==> src/rtl/adder_pkg.sv <==
// Shared types and default widths for the adder / accumulator slice.
// Holds the accumulator state enum and the default sum and accumulator widths.
package adder_pkg;

    localparam int DEFAULT_SUM_W = 17;
    localparam int DEFAULT_ACC_W = 24;

    typedef enum logic {
        ACCUM = 1'b0,
        HOLD  = 1'b1
    } state_t;

endpackage

==> src/rtl/sat_add.sv <==
// ACC_W-bit unsigned adder reporting carry-out as overflow.
// Build macro SUM_ACCUM_SAT_EN clamps an overflowing result to all-ones instead of wrapping.
module sat_add
    import adder_pkg::*;
#(
    parameter int ACC_W = DEFAULT_ACC_W
) (
    input  logic [ACC_W-1:0] a,
    input  logic [ACC_W-1:0] b,
    output logic [ACC_W-1:0] sum,
    output logic             ovf
);

    logic [ACC_W:0] full_sum;

    assign full_sum = {1'b0, a} + {1'b0, b};
    assign ovf      = full_sum[ACC_W];

`ifdef SUM_ACCUM_SAT_EN
    // Once clamped, any further addition overflows again, so the result stays pinned at the maximum.
    assign sum = full_sum[ACC_W] ? {ACC_W{1'b1}} : full_sum[ACC_W-1:0];
`else
    assign sum = full_sum[ACC_W-1:0];
`endif

endmodule

==> src/rtl/sum_accum.sv <==
// Block accumulator: sums BLOCK_LEN samples, then holds the total until downstream takes it.
// Saturating accumulation is selected with the SUM_ACCUM_SAT_EN build macro (wraps otherwise).
module sum_accum
    import adder_pkg::*;
#(
    parameter int SUM_W     = DEFAULT_SUM_W,
    parameter int ACC_W     = DEFAULT_ACC_W,
    parameter int BLOCK_LEN = 4
) (
    input  logic             clock,
    input  logic             reset,
    input  logic             in_valid,
    input  logic [SUM_W-1:0] in_sum,
    output logic             in_ready,
    output logic             out_valid,
    output logic [ACC_W-1:0] out_acc,
    output logic             out_ovf,
    input  logic             out_ready
);

    localparam int CNT_W = $clog2(BLOCK_LEN + 1);
    localparam logic [CNT_W-1:0] LAST_CNT = CNT_W'(BLOCK_LEN - 1);

    state_t           state_q, state_d;
    logic [ACC_W-1:0] acc_q, acc_d;
    logic [CNT_W-1:0] cnt_q, cnt_d;
    logic             ovf_q, ovf_d;

    logic [ACC_W-1:0] add_sum;
    logic             add_ovf;
    logic             accept;
    logic             release_result;

    sat_add #(
        .ACC_W (ACC_W)
    ) u_sat_add (
        .a   (acc_q),
        .b   (ACC_W'(in_sum)),
        .sum (add_sum),
        .ovf (add_ovf)
    );

    assign in_ready       = (state_q == ACCUM);
    assign out_valid      = (state_q == HOLD);
    assign out_acc        = acc_q;
    assign out_ovf        = ovf_q;
    assign accept         = in_valid && in_ready;
    assign release_result = out_valid && out_ready;

    always_ff @(posedge clock) begin
        if (!reset) begin
            state_q <= ACCUM;
            acc_q   <= '0;
            cnt_q   <= '0;
            ovf_q   <= 1'b0;
        end else begin
            state_q <= state_d;
            acc_q   <= acc_d;
            cnt_q   <= cnt_d;
            ovf_q   <= ovf_d;
        end
    end

    // The count reaches BLOCK_LEN only while holding and is cleared on release, so it never exceeds it.
    always_comb begin
        state_d = state_q;
        acc_d   = acc_q;
        cnt_d   = cnt_q;
        ovf_d   = ovf_q;
        case (state_q)
            ACCUM: begin
                if (accept) begin
                    acc_d = add_sum;
                    ovf_d = ovf_q | add_ovf;
                    cnt_d = cnt_q + CNT_W'(1);
                    if (cnt_q == LAST_CNT) begin
                        state_d = HOLD;
                    end
                end
            end
            HOLD: begin
                if (release_result) begin
                    state_d = ACCUM;
                    acc_d   = '0;
                    cnt_d   = '0;
                    ovf_d   = 1'b0;
                end
            end
            default: begin
                state_d = ACCUM;
            end
        endcase
    end

endmodule

==> config.mk <==
export PLATFORM = sky130hd
export DESIGN_NAME = sum_accum
export DESIGN_NICKNAME = d
export VERILOG_FILES = /design/src/rtl/adder_pkg.sv /design/src/rtl/sat_add.sv /design/src/rtl/sum_accum.sv
export SDC_FILE = /design/constraint.sdc
export NUM_CORES = 1
export LEC_CHECK = 0
export ABC_AREA = 1
export BUFFER_PORTS_ARGS = -buffer_cell sky130_fd_sc_hd__buf_2
export CAP_MARGIN = 15
export CORE_UTILIZATION = 52
export DETAILED_ROUTE_END_ITERATION = 16
export GPL_TIMING_DRIVEN = 1
export HOLD_SLACK_MARGIN = 0.1
export PLACE_DENSITY = 0.74
export RECOVER_POWER = 100
export REMOVE_ABC_BUFFERS = 1
export SLEW_MARGIN = 20
export SYNTH_ARGS = -nofsm -noshare
export SYNTH_HDL_FRONTEND = slang
export SYNTH_HIERARCHICAL = 1
export SYNTH_SLANG_ARGS = --single-unit
==> constraint.sdc <==
create_clock -name clock -period 4.1 [get_ports clock]
set_input_delay 0 -clock clock [delete_from_list [all_inputs] [get_ports clock]]
set_output_delay 0 -clock clock [all_outputs]
set_load 0.01 [all_outputs]
==> summary.txt, run 1 <==
Outcome
  • Outcome: finished, final reports clean

STA
  • Endpoints failing setup: 0
  • RSZ-0062 raised after global routing: no
  • Worst slew pin tran: approximately 1.1 ns
  • Final Hold Vio Count: 0
  • Fin crit period: 2.12 ns
  • Rel. slew slack: 0.282
  • Final Cycle Share: 0.516
  • Post-route setup TNS: 0 ns
  • Maximum operating frequency: 473 MHz
  • Clock skew: between 0.006 and 0.007 ns
  • Slew Viols, Final: 0

Yosys
  • Synth top area share: 0.245
  • Synth area leaders: nand2_1, dfxtp_1, ha_1
  • Yosys top cell by area: nand2_1
  • Library cells used by synthesis: 32
  • Post-synth EDFFs: 0
  • FF+latch count, synth: 29
  • Post-synth ARST share: 0
  • Yosys warns: 6
  • Top FF cell, synth: dfxtp_1
  • Syn_area_per_cell: approximately 5.8 µm²
  • Most instantiated cells after synthesis: nand2_1, inv_1, nand3_1, a21oi_1, nor2_1
  • Post-Syn Instances: roughly 500
  • Sequential fraction of the synthesis area: 0.200
  • Post-Syn Area: 0.00291 mm²
  • Count leader, synth: nand2_1

Layout
  • Finished Layout Cells: 628
  • Multi-input combinational cell area: 0.00193 mm²
  • FILL cells: 578
  • N_diodes: 0
  • Register area: 581 µm²
  • Fraction of layout cells with a size suffix above 1: 0.0842
  • Final #Nets: 605
  • Layout area overhead: 12.0%
  • Final instance area: 0.00326 mm²

Power and ir drop
  • Psw: around 460 µW
  • LEAKAGE: 0.00183 µW
  • Combinational fraction of design power: 0.446
  • Max VDD drop: ~0.2 mV
  • Sequential power share: 0.309
  • Internal power: 643 µW
  • Clock power frac: 0.245
  • Power density over the cells: 339 mW/mm²
  • Switching Share: 0.418

Clock tree
  • H-tree lvl count: 2
  • Clk Tree Root Cell: clkbuf_8
  • Worst-path clk slew: 0.07 ns
  • CTS sink count: 29
  • Worst skew pair latency: roughly 0.28 ns
  • CTS tree: yes
  • Num CTS Buffers: 5
  • Max Buffers Root-to-Sink: 2

Routing
  • DRT Pass-1 Iters: 7
  • Via-to-Cell Ratio: a little over 5
  • Metal1 wirelength: 3800 µm
  • DR WL/cell: between 10 and 15 µm
  • Vias: 3217
  • Final wirelength: 7980 µm
  • Routed Antenna Nets: 0
  • DR WL met2: about 3500 µm
  • Highest metal used: met4
  • Met3 Wirelength: between 500 and 600 µm
  • Initial DRC Count: around 260
  • DRC Markers: 0

Setup path
  • Worst EP arrival: around 2.3 ns
  • Worst Path Required: between 4 and 5 ns
  • Crit path launch type: register
  • CP endpoint kind: register
  • R2R cell count: 12
  • Critical-path top delay cell: dfxtp_1
  • Max stage delay on crit path: 0.35 ns
  • Worst-path maximum fanout: 3
  • Top cell by count, worst path: nand2_1
  • CP Class: reg -> reg
  • Sum of buffers and inverters on the critical path: 0
  • Crit path depth: 12
  • Family with the most delay on the worst path: simple AND/OR/NAND/NOR gates
  • Cells along the critical path: ha_1 > fa_1 > nand2_1 > nand2_1 > nand2_1 > o21ai_0 > nand2_1 > nand2_1 > nand2_1 > nand2_1 > nand2_1 > a21oi_1

Flow run
  • Maxcap violations: 0

Placed design
  • GP Congestion: 0.927
  • Total instance count after detailed placement: ~600
  • DP Wirelength: 5970 µm
  • Port Buffers: 47
  • Area post-placement: 0.00319 mm²

GRT
  • Global route overflow: 0
  • All-layer global routing usage: 0.290
  • Initial antenna violation count: 0
  • Number of global-route vias before repair: 2964
  • Global-route wire length before repair: 13700 µm
  • Pin count of the biggest net entering global routing: 29

Min path
  • Hold crit path type: in -> reg
  • Hold Path Cell Cnt: 4

Die
  • Die W: 76.8 µm
  • Die H: 76.8 µm
  • Initial Utilization: 0.555
  • Io pins: 48
  • Core area: 0.00524 mm²
  • Row count: 26
  • DIE AREA: 0.00590 mm²
tightest hold or removal path, cell delays in order:
cell and delay [ns]:
buf_2 0.07, ha_1 0.11, nand2_1 0.05, a21oi_1 0.12
state kept, by name, summed over array words and instances (netlist names):
signal	cells
out_acc	24
out_valid	1
cnt_q	3
out_ovf	1
routing by layer:
metal	up-vias	track usage
met2	124	0.463
met5	-	0
met3	6	0.0333
li1	1660	-
met4	0	0.0654
met1	1427	0.413
metrics by stage:
stage / util / hold WS (ns) / power [µW] / setup WS, ns
floorplan: - / 0.136 / 714 / 2.33
global placement: 0.610 / 0.268 / 835 / 2.19
detailed placement: 0.610 / 0.275 / 839 / 2.18
CTS: 0.633 / 0.105 / 1120 / 2.13
global route: 0.622 / 0.182 / 1200 / 1.76
finish: 0.622 / 0.110 / 1110 / 1.98
cell usage in the layout (no fill, tap or decap), drive strengths merged, types with 10 or more instances in the layout:
master,count
xor2,10
buf,21
dfxtp,29
ha,26
nand3,46
nand2,198
clkbuf,33
inv,87
nor2,38
a21oi,41
path summary, 6_finish.rpt:
kind	from	end	slack, ns
worst max-delay path	out_acc[0]$_SDFFE_PN0P_	out_acc[16]$_SDFFE_PN0P_	1.98
worst min-delay path	in_sum[0]	out_acc[0]$_SDFFE_PN0P_	0.11
worst max register to register	out_acc[0]$_SDFFE_PN0P_	out_acc[16]$_SDFFE_PN0P_	1.98
worst min register to register	out_ovf$_SDFFE_PN0P_	out_ovf$_SDFFE_PN0P_	0.45
timing repair:
item | in CTS | in global routing
hold endpoints to repair | 3 | 0
buffers inserted | 0 | 0
resized for setup | 0 | 0
hold buffers | 2 | 0
power by group through the flow:
stage               clock network (µW)  registers (µW)  logic (µW)
CTS                                277             341         497
finish                             271             342         493
global route                       285             348         563
floorplan                            0             359         355
detailed placement                   0             347         492
global placement                     0             345         490
cell type report:
| class | count | area share |
|---|---|---|
| sequential | 29 | 0.178 |
| inverter | 88 | 0.101 |
| clock buffer | 7 | 0.0296 |
| clock inverter | 1 | 0.00154 |
| multi-input combinational | 384 | 0.594 |
| tap | 70 | 0.0269 |
| timing repair buffer | 49 | 0.0684 |
kinds of logic after synthesis:
kind of cell / Yosys count / synth area share
XOR/XNOR: 11 / 0.0331
adder cells (fa/ha/maj): 27 / 0.119
flip-flops: 29 / 0.200
other: 1 / 0.00129
buffers and inverters: 96 / 0.134
AO/OA/AOI/OAI: 43 / 0.0805
AND/OR/NAND/NOR: 296 / 0.433
Power figures use the tool's default switching activity.
==> run 2, diff against run 1 <==
--- a/config.mk
+++ b/config.mk
@@ -12,7 +12,7 @@
 export DETAILED_ROUTE_END_ITERATION = 16
 export GPL_TIMING_DRIVEN = 1
 export HOLD_SLACK_MARGIN = 0.1
-export PLACE_DENSITY = 0.74
+export PLACE_DENSITY = 0.77
 export RECOVER_POWER = 100
 export REMOVE_ABC_BUFFERS = 1
 export SLEW_MARGIN = 20
==> constraint.sdc (replaced) <==
create_clock -name clock -period 1.7 [get_ports clock]
set_input_delay 0 -clock clock [delete_from_list [all_inputs] [get_ports clock]]
set_output_delay 0 -clock clock [all_outputs]
set_load 0.01 [all_outputs]
==> run 2 against run 1 <==
Against the previous run:
- the flow now finishes with violations (setup timing)
- largest power group unchanged
- die area unchanged
- highest routed layer unchanged
- critical path depth unchanged
- clock-buffer cell count unchanged
- cell count up 6.8%
- critical endpoint is now out_acc[22]$_SDFFE_PN0P_
==> summary.txt, run 2 (synthesized netlist as in run 1, its figures left out) <==
Min path
  • Hold crit path type: in -> reg
  • Hold_sp: in_sum[0]
  • Hold Path Cell Cnt: 4
  • Worst Hold Endpoint: out_acc[0]$_SDFFE_PN0P_

Setup path
  • Reg2reg setup slack: -0.08 ns
  • CP Class: reg -> reg
  • Reg2reg end: out_acc[22]$_SDFFE_PN0P_
  • Crit path launch type: register
  • R2R cell count: 12
  • CP endpoint kind: register
  • Worst Path Required: between 1.5 and 2 ns
  • Worst EP arrival: 1.97 ns
  • Worst-path maximum fanout: 4
  • RR Startpoint: out_acc[8]$_SDFFE_PN0P_

GRT
  • Global route overflow: 0
  • Initial antenna violation count: 0
  • Global-route wire length before repair: 14700 µm
  • All-layer global routing usage: 0.315
  • Number of global-route vias before repair: 3306
  • Pin count of the biggest net entering global routing: 29

Flow run
  • Maxcap violations: 0

Routing
  • Final wirelength: 9810 µm
  • DR WL/cell: 14.6 µm
  • Vias: about 3600
  • DRT Pass-1 Iters: 5
  • Routed Antenna Nets: 0
  • Initial DRC Count: around 390
  • DRC Markers: 0
  • Via-to-Cell Ratio: 5.40

Die
  • Row count: 26
  • Initial Utilization: 0.555
  • Core area: 0.00524 mm²
  • DIE AREA: 0.00590 mm²
  • Die H: 76.8 µm
  • Die W: 76.8 µm
  • Io pins: 48

Layout
  • Final instance area: 0.00421 mm²
  • Final #Nets: ~650
  • FILL cells: 381
  • Finished Layout Cells: 671
  • N_diodes: 0
  • Max reg flops: 24
  • Fraction of layout cells with a size suffix above 1: 0.373
  • Leading cell types in the layout, fill and taps excluded: nand2_1, inv_1, buf_2, nand3_1, buf_4
  • Commonest non-fill, non-tap cell in the layout: nand2_1
  • Layout area overhead: 44.7%

Clock tree
  • CTS tree: yes
  • H-tree lvl count: 2
  • Clk Tree Root Cell: clkbuf_8
  • Worst skew pair latency: 0.30 ns
  • Max Buffers Root-to-Sink: 2
  • Num CTS Buffers: 5
  • CTS sink count: 29
  • Worst-path clk slew: approximately 0.07 ns

Power and ir drop
  • Clock power frac: 0.202
  • Internal power: ~1900 µW
  • LEAKAGE: 0.00219 µW
  • Combinational fraction of design power: 0.543
  • Power density over the cells: 799 mW/mm²
  • Switching Share: 0.423
  • Psw: 1420 µW
  • Sequential power share: 0.255
  • Max VDD drop: 0.569 mV

STA
  • Final Cycle Share: 1.05
  • Fin crit period: between 1.5 and 2 ns
  • Final Hold Vio Count: 0
  • Slew Viols, Final: 0
  • Clock skew: 0.0167 ns
  • Worst slew pin tran: ~0.93 ns
  • Final Worst Setup Slack: -0.0784 ns
  • RSZ-0062 raised after global routing: yes
  • Maximum operating frequency: roughly 560 MHz
  • Endpoints failing setup: 8
  • Rel. slew slack: 0.376

Placed design
  • GP Congestion: 0.915
  • Area post-placement: 0.00349 mm²
  • Place WS: -0.129 ns
  • DP Wirelength: 6290 µm
  • Total instance count after detailed placement: between 600 and 700
  • Port Buffers: 47

Outcome
  • Failing checks: setup timing
  • Outcome: finished, violations left
==> run 2: cell types whose count changed in the layout (fill, tap and decap cells not counted), sizes merged <==
cell    change
buf        +64
clkbuf     -21
==> run 2: layout make-up <==
cell class	count	area, µm²	share of cell area
inverters	88	330	0.0785
clock inverters	1	5.00	0.00119
well taps	70	87.6	0.0208
repair buffers	92	583	0.139
multi-input cells	384	2500	0.595
flip-flops and latches	29	601	0.143
clock buffers	7	96.3	0.0229
==> run 2: through the flow <==
step	hold slack (ns)	util	setup TNS (ns)	total power [µW]
global route	0.181	0.803	-1.59	3570
floorplan	0.136	-	-0.291	1720
global placement	0.270	0.666	-0.472	2180
CTS	0.130	0.743	-0.0184	3060
detailed placement	0.282	0.666	-1.09	2210
finish	0.154	0.803	-0.248	3360
==> run 2: how the worst max path moves through the flow <==
stage / start / to / depth (start not counted)
6_report: out_acc[8]$_SDFFE_PN0P_ / out_acc[22]$_SDFFE_PN0P_ / 12
5_1_grt: out_acc[3]$_SDFFE_PN0P_ / out_acc[11]$_SDFFE_PN0P_ / 10
4_1_cts: out_acc[0]$_SDFFE_PN0P_ / out_acc[16]$_SDFFE_PN0P_ / 12
3_5_place_dp: out_acc[0]$_SDFFE_PN0P_ / out_acc[22]$_SDFFE_PN0P_ / 11
3_3_place_gp: out_acc[0]$_SDFFE_PN0P_ / out_acc[22]$_SDFFE_PN0P_ / 12
2_1_floorplan: out_acc[0]$_SDFFE_PN0P_ / out_acc[20]$_SDFFE_PN0P_ / 10
==> run 2: critical path, stage by stage (launching register included) <==
cell and delay [ns]:
dfxtp_2 0.34, ha_4 0.31, nand2_4 0.08, nor2_4 0.17, buf_6 0.12, nand2_1 0.06
nor2_1 0.15, nand2_2 0.08, nand3_1 0.08, nand2_1 0.06, nand2_1 0.07, nand2_1 0.05
a21oi_1 0.11
==> run 2: power groups by stage <==
stage               Combinational [µW]  Clock (µW)  Sequential [µW]
finish                            1820         679              857
global route                      1980         720              865
CTS                               1540         678              839
detailed placement                1380           0              828
global placement                  1350           0              824
floorplan                          856           0              865
==> run 2: repair_timing <==
item | in CTS | in global routing
pin swaps | 12 | 41
buffers inserted | 1 | 3
hold buffers | 2 | 0
endpoints found under the setup margin | 21 | 20
resized for setup | 40 | 87
endpoints found under the hold margin | 3 | 0
==> run 2: per-layer routing <==
metal,GRT usage,part of all wire,wire length (µm),up-vias
li1,-,-,-,1746
met1,0.401,0.42,4100,1670
met2,0.542,0.48,4710,187
met3,0.0440,0.078,760,23
met4,0.104,0.024,238,0
met5,0,0,0,-
